--- config.mk ---
export PLATFORM = sky130hd
export DESIGN_NAME = soc1_nios_oci_dct_packer
export DESIGN_NICKNAME = d
export VERILOG_FILES = /design/src/rtl/soc1_nios_oci_dct_packer.sv
export SDC_FILE = /design/constraint.sdc
export NUM_CORES = 1
export LEC_CHECK = 0
export CAP_MARGIN = 20
export CORE_MARGIN = 4
export CORE_UTILIZATION = 52
export CTS_CLUSTER_DIAMETER = 40
export DETAILED_ROUTE_END_ITERATION = 8
export HOLD_SLACK_MARGIN = 0.12
export PLACE_DENSITY_LB_ADDON = 0.3
export SLEW_MARGIN = 20
export SYNTH_ARGS = -nofsm -noshare
export SYNTH_HDL_FRONTEND = slang
export SYNTH_SLANG_ARGS = --single-unit
export TNS_END_PERCENT = 10
--- constraint.sdc ---
create_clock -name clk -period 6.1 [get_ports clk]
set_clock_uncertainty 0.2 [all_clocks]
set_input_delay 1.22 -clock clk [delete_from_list [all_inputs] [get_ports clk]]
set_output_delay 1.22 -clock clk [all_outputs]
set_load 0.005 [all_outputs]
--- src/rtl/soc1_nios_oci_dct_packer.sv ---
// soc1_nios_oci_dct_packer: packs 2-bit DCT trace atoms into 30-bit words, hands them downstream and sequences end-of-test drain
module soc1_nios_oci_dct_packer #(
  parameter int ATOM_W = 2,
  parameter int DEPTH  = 15,
  parameter int CNT_W  = 4
) (
  input  logic                    clk,
  input  logic                    reset_n,
  input  logic                    atom_valid,
  input  logic [ATOM_W-1:0]       atom_code,
  output logic                    atom_ready,
  input  logic                    flush_req,
  input  logic                    test_end_req,
  output logic                    out_valid,
  input  logic                    out_ready,
  output logic [ATOM_W*DEPTH-1:0] out_word,
  output logic [CNT_W-1:0]        out_count,
  output logic [ATOM_W*DEPTH-1:0] dct_buffer,
  output logic [CNT_W-1:0]        dct_count,
  output logic                    test_ending,
  output logic                    test_has_ended
);
  localparam int BUF_W = ATOM_W * DEPTH;
  localparam logic [CNT_W-1:0] FULL = CNT_W'(DEPTH);
  typedef enum logic [1:0] {RUN, END_FLUSH, ENDED} state_t;
  state_t state, state_nxt;
  logic flush_pend, out_free, accept, emit;
  assign out_free   = !out_valid | out_ready;
  assign atom_ready = reset_n & (state == RUN) & ((dct_count < FULL) | out_free);
  assign accept     = atom_valid & atom_ready;
  assign emit       = out_free & ((dct_count == FULL) |
                      ((flush_pend | state == END_FLUSH) & (dct_count != '0)));
  // end-of-test sequencing: leave RUN on request, finish once buffer and held word are drained
  always_comb begin
    state_nxt = (state == RUN && test_end_req) ? END_FLUSH :
                (state == END_FLUSH && dct_count == '0 && !out_valid) ? ENDED : state;
  end
  // state register with registered status flags
  always_ff @(posedge clk or negedge reset_n) begin
    if (!reset_n) begin
      state          <= RUN;
      test_ending    <= 1'b0;
      test_has_ended <= 1'b0;
    end else begin
      state          <= state_nxt;
      test_ending    <= state_nxt != RUN;
      test_has_ended <= state_nxt == ENDED;
    end
  end
  // shift buffer, output word holding register and pending flush; an atom accepted on an emit edge starts the new buffer
  always_ff @(posedge clk or negedge reset_n) begin
    if (!reset_n) begin
      dct_buffer <= '0;
      dct_count  <= '0;
      out_word   <= '0;
      out_count  <= '0;
      out_valid  <= 1'b0;
      flush_pend <= 1'b0;
    end else begin
      if (emit) begin
        out_word  <= dct_buffer;
        out_count <= dct_count;
      end
      out_valid  <= emit | (out_valid & !out_ready);
      dct_buffer <= emit ? (accept ? BUF_W'(atom_code) : '0) :
                    accept ? {dct_buffer[BUF_W-ATOM_W-1:0], atom_code} : dct_buffer;
      dct_count  <= emit ? CNT_W'(accept) : dct_count + CNT_W'(accept);
      flush_pend <= (flush_req & (state == RUN)) | (flush_pend & !emit & (dct_count != '0));
    end
  end
endmodule

* Yosys cells after proc, flatten, opt, wreduce, memory -nomap -nowiden
Index checks and enable logic that the tools add are counted.
** Storage, ports and cells
- Memories :: 0
- Bits in writable memories :: 0
- Bits in latches :: 0
- Logic and storage cells :: 46
- Output and inout port bits :: 72
- Bits in registers :: 74
- Bits in read-only memories :: 0
- Bits of input ports :: 8
** Operators by class
- $add $sub $neg :: 1
- Divide/modulo/power cells :: 0
- Reductions and logical operators :: 11
- Mux-type cells :: 6
- Shifts and indexed selects :: 0
- Bitwise logic cells :: 15
- $mul :: 0
- Order comparisons :: 1
- Eq/ne operators :: 3
** Operators by type and width (count)
- $mux 30 :: 2
- $and 1x1->1 :: 9
- $mux 2 :: 3
- $or 1x1->1 :: 6
- $add 4x1->4 :: 1
- $eq 4x4->1 const B :: 1
- $logic_not 4->1 :: 1
- $lt 4x4->1 const B :: 1
- $mux 4 :: 1
- $reduce_bool 2->1 :: 2
- $reduce_bool 4->1 :: 1
- $logic_and 1x1->1 :: 3
- $logic_not 1->1 :: 3
- $eq 2x1->1 const B :: 1
- $eq 2x2->1 const B :: 1
- $logic_not 2->1 :: 1

* Longest topological paths before layout
Gate-level depths: netlist of run 1.
- Depth in word-level cells :: 9
- Mapped depth :: 8
- Mapped depth without buffers :: 7

* Least setup slack after synthesis of run 1
No wires, ideal clock.
- Kind :: input -> output
- Start point :: input out_ready
- End point :: output atom_ready
- Buffers on the path :: 0
- Stages on the path :: 2
- Path slack :: 3.082 ns
- Arrival :: 1.598 ns
- Required time :: 4.680 ns
- Cell sequence :: nand2b_1 > o211a_1
** Between the ends
- Longest elaborated chain between the ends :: 3
** RTL lines
- start: declaration :: line 15 : input logic out_ready,
- $or 1x1->1 :: line 28 : assign out_free = !out_valid | out_ready;
- $or 1x1->1 :: line 29 : assign atom_ready = reset_n & (state == RUN) & ((dct_count < FULL) | out_free);
- $and 1x1->1 :: line 29
- end: declaration :: line 11 : output logic atom_ready,
Every way passes these cells.

* Final worst setup path of run 1
- Start point :: input reset_n
- End point :: output atom_ready
** Between the ends
- Longest elaborated chain between the ends :: 2
** RTL lines
- start: declaration :: line 8 : input logic reset_n,
- $and 1x1->1 (2 in a row) :: line 29
Every way passes these cells.

==> impl_metrics.py, run 1 <==
metrics = {
    "route": {
        "wire_per_inst_um": 15.7,
        "drt-initial-drc-count": 145,
        "via_per_inst": 5.15,
        "num_vias": 2024,
        "drc": 0,
        "drt_pre_antenna_iters": 4,
        "drtAntennaViolNets": 0,
        "drt-total-wl_um": 6160,
    },
    "sta": {
        "hold_slack_ns": 0.311,
        "worstMarginPinSlew_ns": 0.925,
        "period_needed_ns": 4.12,
        "period_share": 0.675,
        "setup_violations": 0,
        "drv_slew": 0,
        "fmax_ghz": 0.243,
        "rsz0062_at_grt": "no",
        "max-slew-margin-rel": 0.383,
        "final_hold_viol_count": 0,
        "tns_ns": 0,
    },
    "logic_synthesis": {
        "ys_seq_area_frac": 0.610,
        "postSynthAreaPerCell_um2": 12.7,
        "synth_area_leaders": "dfrtp_1, mux2_4, nand2_1",
        "ys_types": 28,
        "yosysTopAreaCell": "dfrtp_1",
        "synth_top_area_frac": 0.610,
        "ys_ff_latch": 74,
        "synth_nets": 249,
        "syn_inst": 239,
        "syn_area_um2": 3040,
        "yosys_warnings": 0,
    },
    "outcome": {
        "status": "completed",
    },
    "worst_setup_path": {
        "cp_data_arrival_time_ns": 2.70,
        "worst_setup_path_start_kind": "primary input",
        "cp.required_ns": 4.68,
        "crit_type": "primary input to primary output",
        "cp-end-kind": "primary output",
        "critical_path.max_fanout": 76,
    },
    "clock_tree": {
        "cts_buffers": 9,
        "cts_resized": 0,
        "clockBufferDepth": 2,
        "cts.sinks": 74,
        "ctsHoldBuffers": 0,
        "clkSlewWorstSetupHoldPaths_ns": 0.07,
        "ctsRootBufferMaster": "clkbuf_8",
        "clkLatencyLatePin_ns": 0.32,
        "tritoncts": "yes",
        "post-cts-setup-buffer-count": 0,
        "htreeDepth": 3,
    },
    "place": {
        "hpwl_um": 4040,
        "gp_congestion": 0.754,
        "port_buffers": 79,
    },
    "die": {
        "core_area_um2": 5570,
        "die_y_um": 84.4,
        "ios": 80,
        "die_x_um": 84.4,
        "start_util": 0.545,
        "dieArea_um2": 7120,
        "fp-row-count": 27,
    },
    "power": {
        "power_per_cell_area_nw_per_um2": 241,
        "max-vdd-ir-drop_mv": 0.260,
        "p_leak_nw": 1.79,
    },
    "final_layout": {
        "drive_gt1_frac": 0.174,
        "fin_nets": 328,
        "syn_to_final_growth_pct": 32.4,
        "diodes": 0,
    },
    "grt": {
        "grt_util_all_layers": 0.182,
        "grt_max_degree": 77,
        "grt_overflow_total": 0,
        "grt_pass1_wl_um": 10300,
        "antenna_found_initial": 0,
        "grt_pass1_vias": 2050,
    },
    "hold_path": {
        "hp-class": "register to register",
    },
    "run": {
        "cap_violations": 0,
    },
}
## path summary, 6_finish.rpt
kind                         startpoint              to  slack [ns]  cells after the start
hold / removal             out_word[20]    out_word[20]        0.31                      1
setup reg to reg           dct_count[2]    out_word[27]        3.30                      4
max in group asynchronous       reset_n  dct_buffer[17]        4.27                      1
setup / recovery                reset_n      atom_ready        1.98                      3
hold reg to reg            out_word[20]    out_word[20]        0.31                      1
min in group asynchronous       reset_n    out_count[3]        0.82                      1
## placed cells by master, fill, tap and decap left out, types with 3 or more instances in the layout
cell type and n:
clkdlybuf4s50_1 78, dfrtp_1 74, nand2_1 60, mux2_4 34
a21oi_1 28, clkbuf_8 10, nor2b_1 4, nor2_1 3
buf_4 3
## metrics by stage
step / total power, mW / worst slack, ns / cell area [µm²] / utilization / instances
after floorplan: 0.589 / 3.08 / 3040 / - / 239
after global placement: 0.657 / 1.94 / 3860 / 0.692 / 379
after detailed placement: 0.661 / 1.93 / 3860 / 0.692 / 379
after CTS: 0.973 / 1.93 / 4020 / 0.721 / 393
after global routing: 1.01 / 1.79 / 4020 / 0.721 / 393
final: 0.967 / 1.98 / 4020 / 0.721 / 393
## state kept, by name, indices dropped and copies added (netlist names)
| signal | cells |
|---|---|
| test_has_ended | 1 |
| dct_buffer | 30 |
| out_valid | 1 |
| out_count | 4 |
| out_word | 30 |
| dct_count | 4 |
| flush_pend | 1 |
| state | 2 |
| test_ending | 1 |
## where the power goes
group / internal [mW] / switching (mW) / total [mW]
Combinational: 0.0712 / 0.0376 / 0.109
Sequential: 0.516 / 0.0258 / 0.542
Clock: 0.153 / 0.164 / 0.317
## cells by family after synthesis
| logic type | synth area share |
|---|---|
| AO/OA/AOI/OAI | 0.0676 |
| XOR/XNOR | 0.00577 |
| adder cells (fa/ha/maj) | 0.00824 |
| buffers and inverters | 0.0289 |
| flip-flops | 0.610 |
| multiplexers | 0.175 |
| AND/OR/NAND/NOR | 0.104 |
## synthesized netlist by cell type
library cell   n
dfrtp_1       74
nand2_1       60
mux2_4        34
a21oi_1       28
clkbuf_1       5
buf_2          4
buf_6          4
nor2b_1        4
nor2_1         3
ha_1           2
nand2b_1       2
nand3_1        2
o21ai_1        2
a21oi_2        1
a32o_1         1
inv_2          1
mux2_2         1
mux2i_1        1
nand4_1        1
o2111ai_1      1
o211a_1        1
o21ai_2        1
o22a_1         1
or3_1          1
or3b_1         1
or4_4          1
xnor2_1        1
xor2_1         1
## routing by layer
layer / wire length (µm) / global-route usage
met5: 0 / 0
met4: 71 / 0.0604
met1: 2790 / 0.254
met3: 309 / 0.0451
met2: 2990 / 0.281
## cell type report
cell class                      instances  area, µm²
Sequential cell                        74       1850
Fill cell                             400       1560
Multi-Input combinational cell        151       1110
Timing Repair Buffer                   81        803
Clock buffer                           11        141
Tap cell                               72       90.1
Clock inverter                          3       17.5
Inverter                                1       3.75
## worst max-delay path: stages
cell and delay [ns]:
buf_4 0.68, o211a_1 0.27, clkdlybuf4s50_1 0.50
Power figures use the tool's default switching activity.
==> run 2, diff against run 1 <==
--- a/config.mk
+++ b/config.mk
@@ -7,7 +7,7 @@
 export LEC_CHECK = 0
 export CAP_MARGIN = 20
 export CORE_MARGIN = 4
-export CORE_UTILIZATION = 52
+export CORE_UTILIZATION = 48
 export CTS_CLUSTER_DIAMETER = 40
 export DETAILED_ROUTE_END_ITERATION = 8
 export HOLD_SLACK_MARGIN = 0.12
==> constraint.sdc (replaced) <==
create_clock -name clk -period 4.1 [get_ports clk]
set_clock_uncertainty 0.2 [all_clocks]
set_input_delay 0.82 -clock clk [delete_from_list [all_inputs] [get_ports clk]]
set_output_delay 0.82 -clock clk [all_outputs]
set_load 0.005 [all_outputs]
==> impl_metrics.py, run 2 (synthesis results as in run 1) <==
metrics = {
    "outcome": {
        "status": "completed",
    },
    "power": {
        "power_per_cell_area_nw_per_um2": 376,
        "power.total_mw": 1.54,
        "max-vdd-ir-drop_mv": 0.232,
        "p_leak_nw": 1.82,
    },
    "clock_tree": {
        "htreeDepth": 3,
        "cts_buffers": 9,
        "ctsHoldBuffers": 0,
        "post-cts-setup-buffer-count": 0,
        "cts_resized": 0,
        "clkLatencyLatePin_ns": 0.34,
        "tritoncts": "yes",
        "clockBufferDepth": 2,
        "cts.sinks": 74,
        "clkSlewWorstSetupHoldPaths_ns": 0.07,
        "ctsRootBufferMaster": "clkbuf_8",
    },
    "die": {
        "ios": 80,
        "start_util": 0.504,
        "fp-row-count": 28,
        "core_area_um2": 6030,
        "die_y_um": 87.5,
        "dieArea_um2": 7660,
        "die_x_um": 87.5,
    },
    "grt": {
        "antenna_found_initial": 0,
        "grt_max_degree": 63,
        "grt_pass1_vias": 2010,
        "grt_overflow_total": 0,
        "grt_pass1_wl_um": 10400,
        "grt_util_all_layers": 0.177,
    },
    "route": {
        "drt-initial-drc-count": 174,
        "drt-total-wl_um": 6200,
        "num_vias": 2065,
        "drt_pre_antenna_iters": 4,
        "drc": 0,
        "via_per_inst": 5.18,
        "drtAntennaViolNets": 0,
        "wire_per_inst_um": 15.5,
    },
    "final_layout": {
        "seq_area_um2": 1850,
        "multiInputGateArea_um2": 1110,
        "diodes": 0,
        "fill_cells": 467,
        "syn_to_final_growth_pct": 34.6,
        "drive_gt1_frac": 0.185,
        "final_common_cell": "clkdlybuf4s50_1",
        "fin_nets": 329,
        "final_cell_mix": "clkdlybuf4s50_1, dfrtp_1, nand2_1, mux2_4, a21oi_1",
        "largestRegisters": "dct_buffer: 30 flops, out_word: 30 flops",
    },
    "place": {
        "port_buffers": 79,
        "gp_congestion": 0.800,
        "hpwl_um": 4130,
    },
    "worst_setup_path": {
        "cp-end-kind": "primary output",
        "rr_startpoint": "dct_count[2]",
        "cp_data_arrival_time_ns": 2.14,
        "crit_type": "primary input to primary output",
        "worst_setup_path_start_kind": "primary input",
        "cp.required_ns": 3.08,
        "critical_path.max_fanout": 3,
        "critPathLaunch": "out_ready",
    },
    "sta": {
        "max-slew-margin-rel": 0.657,
        "drv_slew": 0,
        "rsz0062_at_grt": "no",
        "tns_ns": 0,
        "final_hold_viol_count": 0,
        "period_needed_ns": 3.16,
        "worstMarginPinSlew_ns": 0.514,
        "setup_violations": 0,
        "period_share": 0.770,
        "fmax_ghz": 0.317,
    },
    "hold_path": {
        "hp-class": "primary input to async pin",
    },
    "run": {
        "cap_violations": 0,
    },
}
==> run 2: changes by cell type in the layout (fill, tap and decap cells not counted) <==
cell	delta
buf_12	+1
clkbuf_8	+1
bufinv_16	+1
clkinv_2	+1
clkbuf_1	-1
==> run 2: final timing paths <==
path,endpoint,slack [ns],depth (start not counted)
worst max-delay path,atom_ready,0.94,4
worst min-delay path,out_word[7],0.22,1
worst max register to register,dct_count[1],1.77,6
worst min register to register,out_count[3],0.31,1
max in group asynchronous,out_count[3],2.60,2
min in group clk,out_count[3],0.31,1
==> run 2: final cells by class <==
type | count | share of cell area
repair buffers | 82 | 0.201
inverters | 1 | 0.000919
well taps | 75 | 0.0230
clock inverters | 5 | 0.0129
multi-input cells | 151 | 0.272
flip-flops and latches | 74 | 0.453
clock buffers | 11 | 0.0370
==> run 2: metal layers <==
metal	track usage	vias to the layer above	routed length, µm
li1	-	975	-
met1	0.261	1028	2870
met2	0.249	51	2920
met3	0.0388	11	287
met4	0.0795	0	123
met5	0	-	0
==> run 2: critical path: stages <==
cell	delay, ns
clkdlybuf4s50_1	0.47
nand2b_1	0.17
o211a_1	0.17
clkdlybuf4s50_1	0.51
==> run 2: where the power goes <==
part           leakage, nW  total, mW  switching [mW]  internal (mW)
Sequential            1.01      0.808          0.0397          0.768
Combinational        0.700      0.162          0.0548          0.107
Clock                0.105      0.567           0.256          0.311
==> run 2: through the flow <==
stage | setup slack (ns) | instances | area [µm²] | hold WS, ns | util
2_1_floorplan | 1.64 | 239 | 3040 | 0.293 | -
3_3_place_gp | 0.990 | 383 | 3880 | 0.292 | 0.644
3_5_place_dp | 0.954 | 383 | 3880 | 0.293 | 0.644
4_1_cts | 0.951 | 399 | 4090 | 0.226 | 0.678
5_1_grt | 0.902 | 399 | 4090 | 0.238 | 0.678
6_report | 0.944 | 399 | 4090 | 0.219 | 0.678
==> run 3, diff against run 2 <==
--- a/config.mk
+++ b/config.mk
@@ -7,7 +7,7 @@
 export LEC_CHECK = 0
 export CAP_MARGIN = 20
 export CORE_MARGIN = 4
-export CORE_UTILIZATION = 48
+export CORE_UTILIZATION = 43
 export CTS_CLUSTER_DIAMETER = 40
 export DETAILED_ROUTE_END_ITERATION = 8
 export HOLD_SLACK_MARGIN = 0.12
==> constraint.sdc (replaced) <==
create_clock -name clk -period 2.6 [get_ports clk]
set_clock_uncertainty 0.2 [all_clocks]
set_input_delay 0.52 -clock clk [delete_from_list [all_inputs] [get_ports clk]]
set_output_delay 0.52 -clock clk [all_outputs]
set_load 0.005 [all_outputs]
==> impl_metrics.py, run 3 (synthesis results as in run 1) <==
metrics = {
    "outcome": {
        "status": "completed",
    },
    "clock_tree": {
        "htreeDepth": 3,
        "clockBufferDepth": 2,
        "cts.sinks": 74,
        "clkSlewWorstSetupHoldPaths_ns": 0.08,
        "ctsRootBufferMaster": "clkbuf_8",
        "cts_buffers": 9,
        "tritoncts": "yes",
        "ctsHoldBuffers": 0,
        "clkLatencyLatePin_ns": 0.33,
        "cts_resized": 0,
    },
    "power": {
        "p_leak_nw": 1.84,
        "power.total_mw": 2.42,
        "power_per_cell_area_nw_per_um2": 584,
        "max-vdd-ir-drop_mv": 0.416,
    },
    "route": {
        "num_vias": 2059,
        "drt_pre_antenna_iters": 5,
        "wire_per_inst_um": 14.9,
        "via_per_inst": 4.84,
        "drc": 0,
        "drt-total-wl_um": 6350,
        "drt-initial-drc-count": 110,
        "drtAntennaViolNets": 0,
    },
    "worst_setup_path": {
        "critical_path.max_fanout": 3,
        "worst_setup_path_start_kind": "primary input",
        "worst-path-buf-inv": 2,
        "cp.required_ns": 1.88,
        "cp_data_arrival_time_ns": 1.86,
        "crit_slowest_cell": "clkdlybuf4s50_1",
        "cp_common_cell": "clkdlybuf4s50_1",
        "cp-end-kind": "primary output",
        "crit_type": "primary input to primary output",
        "worstPathCellList": "clkdlybuf4s50_1 -> nand2b_1 -> o211a_1 -> clkdlybuf4s50_1",
        "crit_family": "buffers and inverters",
        "crit_path_max_incr_delay_ns": 0.51,
    },
    "die": {
        "start_util": 0.444,
        "core_area_um2": 6830,
        "fp-row-count": 30,
        "die_y_um": 92.0,
        "die_x_um": 92.0,
        "ios": 80,
        "dieArea_um2": 8470,
    },
    "grt": {
        "antenna_found_initial": 0,
        "grt_max_degree": 75,
        "grt_pass1_vias": 2010,
        "grt_util_all_layers": 0.156,
        "grt_pass1_wl_um": 10500,
        "grt_overflow_total": 0,
    },
    "sta": {
        "max-slew-margin-rel": 0.400,
        "period_share": 0.992,
        "drv_slew": 0,
        "final_hold_viol_count": 0,
        "period_needed_ns": 2.58,
        "setup_violations": 0,
        "fmax_ghz": 0.388,
        "worstMarginPinSlew_ns": 0.900,
    },
    "run": {
        "cap_violations": 0,
    },
    "final_layout": {
        "fill_cells": 599,
        "drive_gt1_frac": 0.198,
        "largestRegisters": "dct_buffer: 30 flops, out_word: 30 flops",
        "fin_nets": 334,
        "syn_to_final_growth_pct": 36.7,
        "diodes": 0,
        "fin_cells": 425,
        "final_common_cell": "clkdlybuf4s50_1",
        "final_cell_mix": "clkdlybuf4s50_1, dfrtp_1, nand2_1, mux2_4, a21oi_1",
    },
    "place": {
        "gp_congestion": 0.729,
        "hpwl_um": 4140,
        "place_inst": 407,
        "port_buffers": 79,
    },
    "hold_path": {
        "hp-class": "primary input to async pin",
    },
}
==> run 3: final timing paths <==
path / start / to / slack (ns) / depth (start not counted)
worst max register to register: dct_count[0] / out_word[3] / 0.51 / 5
min in group clk: out_word[11] / out_word[11] / 0.31 / 1
worst min register to register: out_word[11] / out_word[11] / 0.31 / 1
worst min-delay path: reset_n / dct_buffer[22] / 0.27 / 2
max in group asynchronous: reset_n / out_word[7] / 1.36 / 2
worst max-delay path: out_ready / atom_ready / 0.02 / 4
==> run 3: through the flow <==
stage | setup slack, ns | setup TNS (ns) | area (µm²) | util | hold WS [ns]
after CTS | 0.0299 | 0 | 4140 | 0.605 | 0.297
after global placement | 0.0849 | 0 | 3930 | 0.575 | 0.292
after detailed placement | 0.0537 | 0 | 3930 | 0.575 | 0.292
after floorplan | 0.435 | 0 | 3040 | - | 0.0244
after global routing | -0.0187 | -0.0187 | 4150 | 0.608 | 0.333
final | 0.0203 | 0 | 4150 | 0.608 | 0.269
==> run 3: per-layer routing <==
metal | routed length, µm | global-route usage
met1 | 2950 | 0.215
met5 | 0 | 0
met3 | 261 | 0.0295
met2 | 3050 | 0.242
met4 | 88 | 0.0631
==> run 3: cell type report <==
cell class                 count  area (µm²)  area share
sequential                    74        1850       0.446
multi-input combinational    151        1110       0.267
timing repair buffer          87         861       0.207
clock buffer                  11         151      0.0365
tap                           96         120      0.0289
clock inverter                 5        52.6      0.0127
inverter                       1        3.75    0.000904
==> run 3: timing repair <==
action | CTS | global route
endpoints found under the hold margin | 0 | 0
buffers inserted | 0 | 2
setup endpoints to repair | 0 | 1
==> run 3: where the power goes <==
part / switching [mW] / internal (mW)
Clock: 0.406 / 0.491
Sequential: 0.0575 / 1.21
Combinational: 0.0900 / 0.168
